$ cat config.mk
export PLATFORM = sky130hd
export DESIGN_NAME = id_branch_unit
export DESIGN_NICKNAME = d
export VERILOG_FILES = /design/src/rtl/id_branch_unit_pkg.sv /design/src/rtl/id_branch_unit_fwd_operand_sel.sv /design/src/rtl/id_branch_unit.sv
export SDC_FILE = /design/constraint.sdc
export NUM_CORES = 1
export LEC_CHECK = 0
export BUFFER_PORTS_ARGS = -buffer_cell sky130_fd_sc_hd__buf_2
export CORE_MARGIN = 10
export CORE_UTILIZATION = 50
export DETAILED_ROUTE_END_ITERATION = 7
export GPL_TIMING_DRIVEN = 0
export PLACE_DENSITY = 0.85
export SLEW_MARGIN = 20
export SYNTH_ARGS = -nofsm -noshare
export SYNTH_HDL_FRONTEND = slang
export SYNTH_HIERARCHICAL = 1
export SYNTH_SLANG_ARGS = --single-unit
$ cat constraint.sdc
create_clock -name clk -period 2.8 [get_ports clk]
set_input_delay 0.42 -clock clk [delete_from_list [all_inputs] [get_ports clk]]
set_output_delay 0.42 -clock clk [all_outputs]
set_load 0.02 [all_outputs]
$ cat src/rtl/id_branch_unit_pkg.sv
// Shared definitions for the ID-stage branch resolver: branch encodings,
// FSM states and forwarding-source indices.
package id_branch_unit_pkg;

    localparam logic [2:0] F3_BEQ  = 3'b000;
    localparam logic [2:0] F3_BNE  = 3'b001;
    localparam logic [2:0] F3_BLT  = 3'b100;
    localparam logic [2:0] F3_BGE  = 3'b101;
    localparam logic [2:0] F3_BLTU = 3'b110;
    localparam logic [2:0] F3_BGEU = 3'b111;

    // Forwarding sources are ordered youngest first.
    localparam int FWD_EX  = 0;
    localparam int FWD_MEM = 1;

    typedef enum logic {
        ST_IDLE = 1'b0,
        ST_WAIT = 1'b1
    } state_t;

endpackage

$ cat src/rtl/id_branch_unit_fwd_operand_sel.sv
// Priority operand mux over NFWD forwarding sources (index 0 youngest);
// flags a hazard when the winning source is not yet ready.
module fwd_operand_sel #(
    parameter int XLEN = 32,
    parameter int NFWD = 2
) (
    input  logic [4:0]           addr,
    input  logic [XLEN-1:0]      rf_data,
    input  logic [NFWD-1:0]      fwd_valid,
    input  logic [NFWD*5-1:0]    fwd_rd,
    input  logic [NFWD-1:0]      fwd_ready,
    input  logic [NFWD*XLEN-1:0] fwd_data,
    output logic [XLEN-1:0]      data,
    output logic                 hazard
);

    logic found;

    always_comb begin
        data   = (addr == 5'd0) ? '0 : rf_data;
        hazard = 1'b0;
        found  = 1'b0;
        for (int i = 0; i < NFWD; i++) begin
            // First match wins; older matches are shadowed even when ready.
            if (!found && addr != 5'd0 && fwd_valid[i] && fwd_rd[i*5 +: 5] == addr) begin
                found  = 1'b1;
                data   = fwd_data[i*XLEN +: XLEN];
                hazard = !fwd_ready[i];
            end
        end
    end

endmodule

$ cat src/rtl/id_branch_unit.sv
// ID-stage branch resolver: forwarded operand select, condition evaluation,
// producer-wait stall, registered redirect pulse and saturating counters.
import id_branch_unit_pkg::*;

module id_branch_unit #(
    parameter int XLEN = 32,
    parameter int NFWD = 2,
    parameter int CNTW = 16
) (
    input  logic                 clk,
    input  logic                 rst_n,
    input  logic                 flush_in,
    input  logic                 id_valid,
    input  logic                 is_branch,
    input  logic [2:0]           funct3,
    input  logic [4:0]           rs1_addr,
    input  logic [4:0]           rs2_addr,
    input  logic [XLEN-1:0]      rs1_data,
    input  logic [XLEN-1:0]      rs2_data,
    input  logic [NFWD-1:0]      fwd_valid,
    input  logic [NFWD*5-1:0]    fwd_rd,
    input  logic [NFWD-1:0]      fwd_ready,
    input  logic [NFWD*XLEN-1:0] fwd_data,
    output logic                 stall,
    output logic                 br_valid,
    output logic                 br_taken,
    output logic                 br_illegal,
    output logic [CNTW-1:0]      stall_cycles,
    output logic [CNTW-1:0]      taken_count
);

    logic [XLEN-1:0] op1, op2;
    logic            hz1, hz2, hazard, req, resolve;
    logic            taken, illegal, eq, lt, ltu;
    state_t          state_q, state_d;

    fwd_operand_sel #(.XLEN(XLEN), .NFWD(NFWD)) u_sel_rs1 (
        .addr(rs1_addr), .rf_data(rs1_data), .fwd_valid(fwd_valid), .fwd_rd(fwd_rd),
        .fwd_ready(fwd_ready), .fwd_data(fwd_data), .data(op1), .hazard(hz1)
    );

    fwd_operand_sel #(.XLEN(XLEN), .NFWD(NFWD)) u_sel_rs2 (
        .addr(rs2_addr), .rf_data(rs2_data), .fwd_valid(fwd_valid), .fwd_rd(fwd_rd),
        .fwd_ready(fwd_ready), .fwd_data(fwd_data), .data(op2), .hazard(hz2)
    );

    assign req     = id_valid && is_branch && !flush_in;
    assign hazard  = hz1 || hz2;
    // Gated by rst_n so every output is low while reset is held.
    assign stall   = req && hazard && rst_n;
    assign resolve = req && !hazard;

    assign eq  = (op1 == op2);
    assign lt  = ($signed(op1) < $signed(op2));
    assign ltu = (op1 < op2);

    always_comb begin
        taken   = 1'b0;
        illegal = 1'b0;
        case (funct3)
            F3_BEQ:  taken = eq;
            F3_BNE:  taken = !eq;
            F3_BLT:  taken = lt;
            F3_BGE:  taken = !lt;
            F3_BLTU: taken = ltu;
            F3_BGEU: taken = !ltu;
            default: illegal = 1'b1;
        endcase
    end

    always_comb begin
        state_d = state_q;
        case (state_q)
            ST_IDLE: if (req && hazard) state_d = ST_WAIT;
            ST_WAIT: if (!req || !hazard) state_d = ST_IDLE;
            default: state_d = ST_IDLE;
        endcase
    end

    always_ff @(posedge clk or negedge rst_n) begin
        if (!rst_n) begin
            state_q      <= ST_IDLE;
            br_valid     <= 1'b0;
            br_taken     <= 1'b0;
            br_illegal   <= 1'b0;
            stall_cycles <= '0;
            taken_count  <= '0;
        end else begin
            state_q    <= state_d;
            br_valid   <= resolve;
            br_taken   <= resolve && taken;
            br_illegal <= resolve && illegal;
            if (stall && stall_cycles != '1)
                stall_cycles <= stall_cycles + 1'b1;
            if (resolve && taken && taken_count != '1)
                taken_count <= taken_count + 1'b1;
        end
    end

endmodule

Word-level counts from Yosys, hierarchy flattened
Index checks and enable logic that the tools add are counted.
{"block": "totals", "reg_bits": 35}
{"block": "op_classes", "n_addsub": 2, "n_lt_le_gt_ge": 2, "n_eq_ne": 12, "mux": 14, "n_reduce_logical": 35}
{"cell": "two-way mux 32 bit", "n": 6}
{"cell": "< comparator 32 bit", "n": 2}
{"cell": "adder 16 x 1 -> 16 bit (second input constant)", "n": 2}
{"cell": "== test 32 bit", "n": 1}
{"cell": "!= test 16 bit (second input constant)", "n": 2}
{"cell": "== test 5 bit", "n": 4}
{"cell": "logical AND 1 bit", "n": 19}
{"cell": "== test 3 bit (second input constant)", "n": 4}
{"cell": "zero test 5 bit", "n": 2}
{"cell": "nonzero test 5 bit", "n": 2}
{"cell": "zero test 1 bit", "n": 9}
{"cell": "two-way mux 1 bit", "n": 7}
{"cell": "one-hot mux 1 bit (6 select lines)", "n": 1}
{"cell": "OR reduction 6 bit", "n": 1}
{"cell": "== test 3 x 1 -> 1 bit (second input constant)", "n": 1}
{"cell": "zero test 3 bit", "n": 1}
{"cell": "logical OR 1 bit", "n": 1}

Longest topological paths before layout
Gate-level depths: netlist of run 1.
{"block": "logic_depth", "depth_word": 14, "depth_mapped": 17, "ltp_nobuf": 16}

By module
Netlist of run 1, hierarchy kept.
{"mod": "id_branch_unit", "instances": 1, "cells_each": 272, "area_each_um2": 2491.1, "seq_area_each_um2": 875.8}
{"mod": "fwd_operand_sel", "instances": 2, "cells_each": 129, "area_each_um2": 1063.5, "seq_area_each_um2": 0.0}

Least setup slack after synthesis of run 1
No wires, ideal clock.
{"block": "synth_timing", "kind": "input-to-reg", "startpoint": "input port rs2_addr[1]", "endpoint": "register taken_count[9]", "arrival_time_ns": 3.809, "t_required_ns": 2.720, "path_slack_ns": -1.089, "stages": 17, "cell_sequence": "or4_4 -> nor2_4 -> o21ba_4 -> nand2_8 -> buf_12 -> a2bb2oi_2 -> inv_1 -> ha_1 -> a21oi_2 -> nand2_1 -> a221o_1 -> o31a_1 -> o41ai_2 -> nor2_1 -> buf_6 -> nor4_1 -> xor2_1"}
{"block": "synth_between", "elab_chain_len": 14}
{"item": "start, declared", "line": "id_branch_unit.sv:17", "rtl": "input logic [4:0] rs2_addr,"}
{"item": "nonzero test 5 bit", "line": "id_branch_unit_fwd_operand_sel.sv:25", "rtl": "if (!found && addr != 5'd0 && fwd_valid[i] && fwd_rd[i*5 +: 5] == addr) begin"}
{"item": "logical AND 1 bit (2 in a row)", "line": "id_branch_unit_fwd_operand_sel.sv:25"}
{"item": "two-way mux 1 bit", "line": "id_branch_unit_fwd_operand_sel.sv:25"}
{"item": "zero test 1 bit", "line": "id_branch_unit_fwd_operand_sel.sv:25"}
{"item": "logical AND 1 bit (3 in a row)", "line": "id_branch_unit_fwd_operand_sel.sv:25"}
{"item": "two-way mux 32 bit *", "line": "id_branch_unit_fwd_operand_sel.sv:25"}
{"item": "net op2[14]", "line": "id_branch_unit.sv:32", "rtl": "logic [XLEN-1:0] op1, op2;"}
{"item": "< comparator 32 bit, or another cell as far along", "line": "id_branch_unit.sv:55", "rtl": "assign ltu = (op1 < op2);"}
{"item": "zero test 1 bit (on tied branches)", "line": "id_branch_unit.sv:66, id_branch_unit.sv:62, id_branch_unit.sv:64"}
{"item": "one-hot mux 1 bit (6 select lines) *", "line": "id_branch_unit.sv:60", "rtl": "case (funct3)"}
{"item": "logical AND 1 bit * (2 in a row)", "line": "id_branch_unit.sv:95", "rtl": "if (resolve && taken && taken_count != '1)"}
{"item": "end signal, assigned", "line": "id_branch_unit.sv:96", "rtl": "taken_count <= taken_count + 1'b1;"}
{"item": "end, declared", "line": "id_branch_unit.sv:29", "rtl": "output logic [CNTW-1:0] taken_count"}
Mark *: on every way through the listed nets, which the timed path passes. The rest lies on a longest branch.
A chain may end at the register's enable or synchronous reset.

Final worst setup path of run 1
{"block": "layout_timing", "startpoint": "input port rs2_addr[2]", "endpoint": "register taken_count[14]"}
Same word-level chain as after synthesis.

==> results of run 1 <==
## synth_stat cells (2+ instances only)
library cell	n
a21oi_1	12
a2bb2oi_1	6
a2bb2oi_2	58
and2_1	2
and3_1	2
and3_4	2
and4_1	2
buf_12	6
buf_2	4
clkbuf_2	6
clkbuf_4	4
clkbuf_8	4
dfrtp_1	35
ha_1	34
inv_1	44
mux2_2	3
nand2_1	86
nand2_8	2
nand3_1	11
nand4_1	14
nor2_1	13
nor2_4	2
nor3_1	9
nor3_2	2
nor4_1	11
nor4b_1	4
o211ai_1	2
o21ai_0	70
o21ba_4	2
o22ai_1	2
or3_1	2
or4_4	2
xnor2_1	27
xor2_1	24
## worst paths after layout
| path | start | end | cells past startpoint |
|---|---|---|---|
| min reg2reg | stall_cycles[7] | stall_cycles[7] | 1 |
| max in group asynchronous | rst_n | stall_cycles[2] | 1 |
| max reg2reg | taken_count[1] | taken_count[1] | 9 |
| max | rs2_addr[2] | taken_count[14] | 20 |
| min | rst_n | taken_count[3] | 1 |
| min in group clk | funct3[2] | br_illegal | 2 |
## critical path, delay by kind of cell
family	cells	cell delay, ps
simple gates	5	960
xor+xnor	2	370
compound gates	6	1410
fa+ha+maj	1	250
buf+inv	6	820
## cell type report
cell class,count,share of cell area
Timing Repair Buffer,257,0.2291
Buffer,24,0.03908
Clock buffer,6,0.01146
Antenna cell,2,0.0006948
Tap cell,111,0.01928
Inverter,44,0.02328
Sequential cell,35,0.1216
Clock inverter,1,0.0006948
Multi-Input combinational cell,425,0.5548
## flip-flops by register name, summed over array words and instances (netlist names)
register and flops:
taken_count 16, br_illegal 1, stall_cycles 16, br_taken 1
br_valid 1
## layer usage
metal  global-route usage  wire length [µm]
met5                    0                 0
met4              0.07756               550
met3              0.06266              1476
met2               0.4410              9722
met1               0.2389              6699
## metrics by stage
stage          power (mW)  setup slack [ps]  instances    util
2_1_floorplan       1.029            -869.6        530       -
3_3_place_gp        1.282             -1512        836  0.6401
3_5_place_dp        1.312             -1603        836  0.6401
4_1_cts             1.755             -1040        873  0.7152
5_1_grt             1.996             -1360        904  0.7905
6_report            1.892             -1220        905  0.7908
## where the power goes
group / switching [mW] / internal [mW]
Clock: 0.184 / 0.193
Sequential: 0.0440 / 0.535
Combinational: 0.471 / 0.465
## cell families after synthesis
logic type | count (synthesis) | share of synthesized area
flops | 35 | 0.1897
fa+ha+maj | 34 | 0.09212
simple gates | 171 | 0.1910
compound gates | 165 | 0.3267
buf+inv | 70 | 0.09428
xor+xnor | 51 | 0.09672
mux | 4 | 0.009482
## what timing repair did
| action | in CTS | in global routing |
|---|---|---|
| setup buffers | 30 | 29 |
| endpoints found under the setup margin | 32 | 32 |
| gates resized for setup | 72 | 74 |
| pin swaps | 40 | 35 |
| gates cloned | 2 | 2 |
| endpoints found under the hold margin | 0 | 0 |
==> flow_summary.yaml, run 1 <==
placed_design:
  place.gp.congestion: 0.8364
  port-buffer-count: 195
  detailed_place_hpwl_mm: 13.02
  placed_area_mm2: 0.005831
cts:
  cts_tree: "built"
  cts_buffers: 5
  clock_latency_ps: 300
  clock_sinks: 35
  clk_pin_slew_worst_paths_ps: 80
  cts.path.max_buffers: 2
  htree_levels: 2
  clockRootBuffer: "clkbuf_8"
  cts_hold_buf: 0
die:
  die_w_um: 116.1
  fp.coreArea_mm2: 0.009109
  die-area_mm2: 0.01348
  dieHeight_um: 116.1
  placementRows: 35
  io_pins: 196
  start_util: 0.5070
logic_synthesis:
  yosysWarningCount: 6
  synth_area_leader_cell: "dfrtp_1"
  synth_async_sr_flop_share: 1.000
  syn_area_mm2: 0.004618
  synth.top_cell.area_share: 0.1897
  synth_cell_type_count: 55
  syn_avg_cell_area_um2: 8.714
  yosys-top-cells-area: "dfrtp_1 19%, a2bb2oi_2 19%, ha_1 9.2%, o21ai_0 7.6%, nand2_1 7.0%"
  yosysSeqAreaShare: 0.1897
  synth_top_flop_cell: "dfrtp_1"
  synth_edf_count: 0
  synthCells: 530
  syn_nets: 724
  synth-seq-cells: 35
global_routing:
  grt_pass1_vias: 5607
  grt.total_usage: 0.2320
  grt_start_max_net_pins: 37
  grt-ovfl-total: 0
  grt_pass1_wl_mm: 25.74
  antenna_found_initial: 3
min_path:
  hold_path_class: "input port to asynchronous set/reset pin"
routing:
  drt_wl_total_mm: 18.45
  drt_iter0_drc: 364
  vias: 5376
  drt.antenna.violating_nets: 0
  route.detailed.drc: 0
  firstDrtPassIters: 5
  viasPerCell: 5.940
  wl_per_cell_um: 20.38
setup_path:
  slowest_delay_ps: 400
  start_kind: "input port"
  crit_type: "input port to flip-flop"
  rrSetupSlack_ps: -70
  slowest_stage: "a221o_1"
  critPathCaptureType: "flip-flop"
  cp_cell_sequence: "buf_2 -> xor2_1 -> nor4_1 -> and3_4 -> buf_2 -> o21ai_0 -> a2bb2oi_2 -> inv_2 -> ha_4 -> a21oi_2 -> nand2_1 -> a221o_1 -> o31a_1 -> buf_6 -> o41ai_4 -> nor2_4 -> buf_6 -> buf_4 -> nor4_4 -> xor2_1"
  cp.arrival_ps: 4230
  cp_data_required_time_ps: 3010
  cp_max_fo: 10
cells_and_area:
  nets: 986
  drive_above_1_share: 0.5581
  final_common_cell: "buf_2"
  final_cell_area_mm2: 0.007203
  area_growth_pct: 55.97
  fillCellCount: 593
  layout_common_cells: "189 x buf_2, 83 x nand2_1, 61 x o21ai_0"
  register_area_um2: 875.8
  multi_input_area_mm2: 0.003996
timing:
  period_needed_ps: 4020
  drv_slew: 0
  hold_ws_ps: 198.3
  setup_slack_ps: -1220
  hold_viol: 0
  tns_ps: -19560
  rsz0062_at_grt: "true"
  fin_skew_ps: 6.807
  setup_viol: 29
  relSlewSlack: 0.4153
  tightest_slew_ps: 864.8
  fmax_mhz: 248.8
  period_share: 1.436
run_status:
  status: "finished, violations left"
  violations: "negative setup slack"
pwr:
  leakagePower_nw: 3.341
  power_density_mw_per_mm2: 262.7
  peakVddDrop_mv: 0.1804
flow_run:
  maxCapViolCount: 0
Power figures use the tool's default switching activity.
==> run 2: changes to the inputs <==
--- a/config.mk
+++ b/config.mk
@@ -7,10 +7,10 @@
 export LEC_CHECK = 0
 export BUFFER_PORTS_ARGS = -buffer_cell sky130_fd_sc_hd__buf_2
 export CORE_MARGIN = 10
-export CORE_UTILIZATION = 50
+export CORE_UTILIZATION = 35
 export DETAILED_ROUTE_END_ITERATION = 7
 export GPL_TIMING_DRIVEN = 0
-export PLACE_DENSITY = 0.85
+export PLACE_DENSITY = 0.64
 export SLEW_MARGIN = 20
 export SYNTH_ARGS = -nofsm -noshare
 export SYNTH_HDL_FRONTEND = slang
==> run 2 against run 1 <==
Against the previous run:
- the run still ends with negative setup slack left
- fmax is 2.0% higher
- non-clock buffer count down 13
- worst setup slack gained 80 ps
- worst hold slack improved by 26 ps
- count of clock-buffer cells in the layout increased by 1
- total power increased by 4.2%
- sequential power about the same
- register-to-register slack better by 180 ps
- critical path depth decreased by 2
- wire length decreased by 7.3%
- clock power is 39% higher
- largest power group unchanged
- highest routed layer is now met5
==> flow_summary.yaml, run 2 (synthesis gave the netlist of run 1 again) <==
run_status:
  status: "finished, violations left"
  violations: "negative setup slack"
pwr:
  p_int_mw: 1.299
  p_seq_frac: 0.293
  p_sw_frac: 0.3417
  clock_power_share: 0.266
  total_power_mw: 1.973
  peakVddDrop_mv: 0.2005
  leakagePower_nw: 3.258
  combPwrFrac: 0.441
  power_density_mw_per_mm2: 277.0
  switching_power_mw: 0.6740
cells_and_area:
  top_regs: "stall_cycles: 16 flops, taken_count: 16 flops"
  layout_common_cells: "194 x buf_2, 76 x nand2_1, 60 x a2bb2oi_2"
  final_cell_area_mm2: 0.007122
  nets: 973
  final_common_cell: "buf_2"
  drive_above_1_share: 0.5577
  stdcell_count: 952
  insertedDiodeCount: 0
  area_growth_pct: 54.21
  utilization: 0.5575
cts:
  htree_levels: 2
  clockRootBuffer: "clkbuf_16"
  cts.path.max_buffers: 2
  clk_pin_slew_worst_paths_ps: 50
  clock_sinks: 35
  cts_tree: "built"
  cts_buffers: 5
  clock_latency_ps: 280
setup_path:
  endpoint: "taken_count[9]"
  r2r-start: "taken_count[0]"
  crit_family: "compound AO/OA/AOI/OAI gates"
  cp_cell_sequence: "buf_2 -> xor2_1 -> nor4_1 -> and3_4 -> buf_2 -> o21ai_0 -> a2bb2oi_4 -> ha_4 -> a21oi_2 -> o21ai_1 -> a221o_1 -> o31a_1 -> buf_4 -> o41ai_4 -> nor2_4 -> buf_6 -> nor4_4 -> xor2_1"
  r2r.worst_path.cells: 9
  crit_cells: 18
  rrSetupSlack_ps: 110
  cp.arrival_ps: 4140
  rr_endpoint: "taken_count[1]"
  startpoint: "rs1_addr[2]"
  crit_type: "input port to flip-flop"
  start_kind: "input port"
  slowest_stage: "nor4_1"
  cp_data_required_time_ps: 3000
  cp_max_fo: 10
  worstPathBufferInverterCount: 4
  slowest_delay_ps: 370
  critPathCaptureType: "flip-flop"
min_path:
  hold_path_class: "input port to asynchronous set/reset pin"
routing:
  route.detailed.drc: 0
  drt_iter0_drc: 207
  firstDrtPassIters: 4
  viasPerCell: 5.245
  vias: 4993
  drt.antenna.violating_nets: 0
  wl_per_cell_um: 17.97
  drt_wl_total_mm: 17.11
flow_run:
  maxCapViolCount: 0
timing:
  tns_ps: -19810
  period_share: 1.407
  fmax_mhz: 253.8
  hold_ws_ps: 224.7
  setup_viol: 31
  tightest_slew_ps: 811.1
  period_needed_ps: 3940
  setup_slack_ps: -1140
  hold_viol: 0
  relSlewSlack: 0.4516
  rsz0062_at_grt: "true"
  drv_slew: 0
  fin_skew_ps: 2.466
global_routing:
  grt.total_usage: 0.1718
  antenna_found_initial: 1
  grt_start_max_net_pins: 37
  grt_pass1_vias: 5531
  grtUsageMet3: 0.05193
  use_met1: 0.1971
  grt_util_met2: 0.3094
  grt_pass1_wl_mm: 26.25
  busiest_layer: "met2"
  grt-ovfl-total: 0
placed_design:
  dp_cells: 897
  place.gp.congestion: 0.8303
  port-buffer-count: 195
  placed_area_mm2: 0.005907
  place_ws_ps: -1728
  detailed_place_hpwl_mm: 13.43
die:
  placementRows: 41
  start_util: 0.3615
  die-area_mm2: 0.01819
  io_pins: 196
  dieHeight_um: 134.9
  fp.coreArea_mm2: 0.01277
  die_w_um: 134.9
-- run 2: changes by cell type in the layout (fill, tap and decap cells not counted), sizes merged --
cell    delta
clkbuf     -4
buf        -8
diode      -2
-- run 2: metal layers --
metal  share of wire  vias to the layer above
met5         0.00041                        -
met4          0.0057                        2
met3           0.077                       10
met2            0.51                      171
met1            0.40                     2392
li1                -                     2418
-- run 2: worst min-delay path by stage --
stage / from / to / slack, ps / cells past startpoint
after global placement: taken_count[10] / taken_count[10] / 480 / 1
after floorplan: rst_n / br_illegal / 120 / 0
after detailed placement: taken_count[10] / taken_count[10] / 500 / 1
after CTS: rst_n / taken_count[1] / 250 / 1
final: rst_n / taken_count[5] / 220 / 1
after global routing: rst_n / taken_count[1] / 290 / 1
-- run 2: area by class of cell --
type / count / area, µm²
fill: 1187 / 5652
multi-input combinational: 425 / 3935
timing repair buffer: 243 / 1491
sequential: 35 / 875.8
buffer: 25 / 301.5
tap: 172 / 215.2
inverter: 44 / 165.2
clock buffer: 7 / 132.6
clock inverter: 1 / 5.005
-- run 2: what timing repair did --
item	in CTS	in global routing
pin swaps	23	36
hold buffers	0	0
gates cloned	2	2
resized for setup	41	104
buffers inserted	25	20
setup endpoints to repair	33	33
-- run 2: power groups by stage --
stage               sequential (mW)  combinational (mW)  clock, mW
global placement              0.587               0.709          0
CTS                           0.578               0.778      0.530
floorplan                     0.616               0.414          0
finish                        0.578               0.869      0.525
detailed placement            0.587               0.727          0
global route                  0.584               0.955      0.559
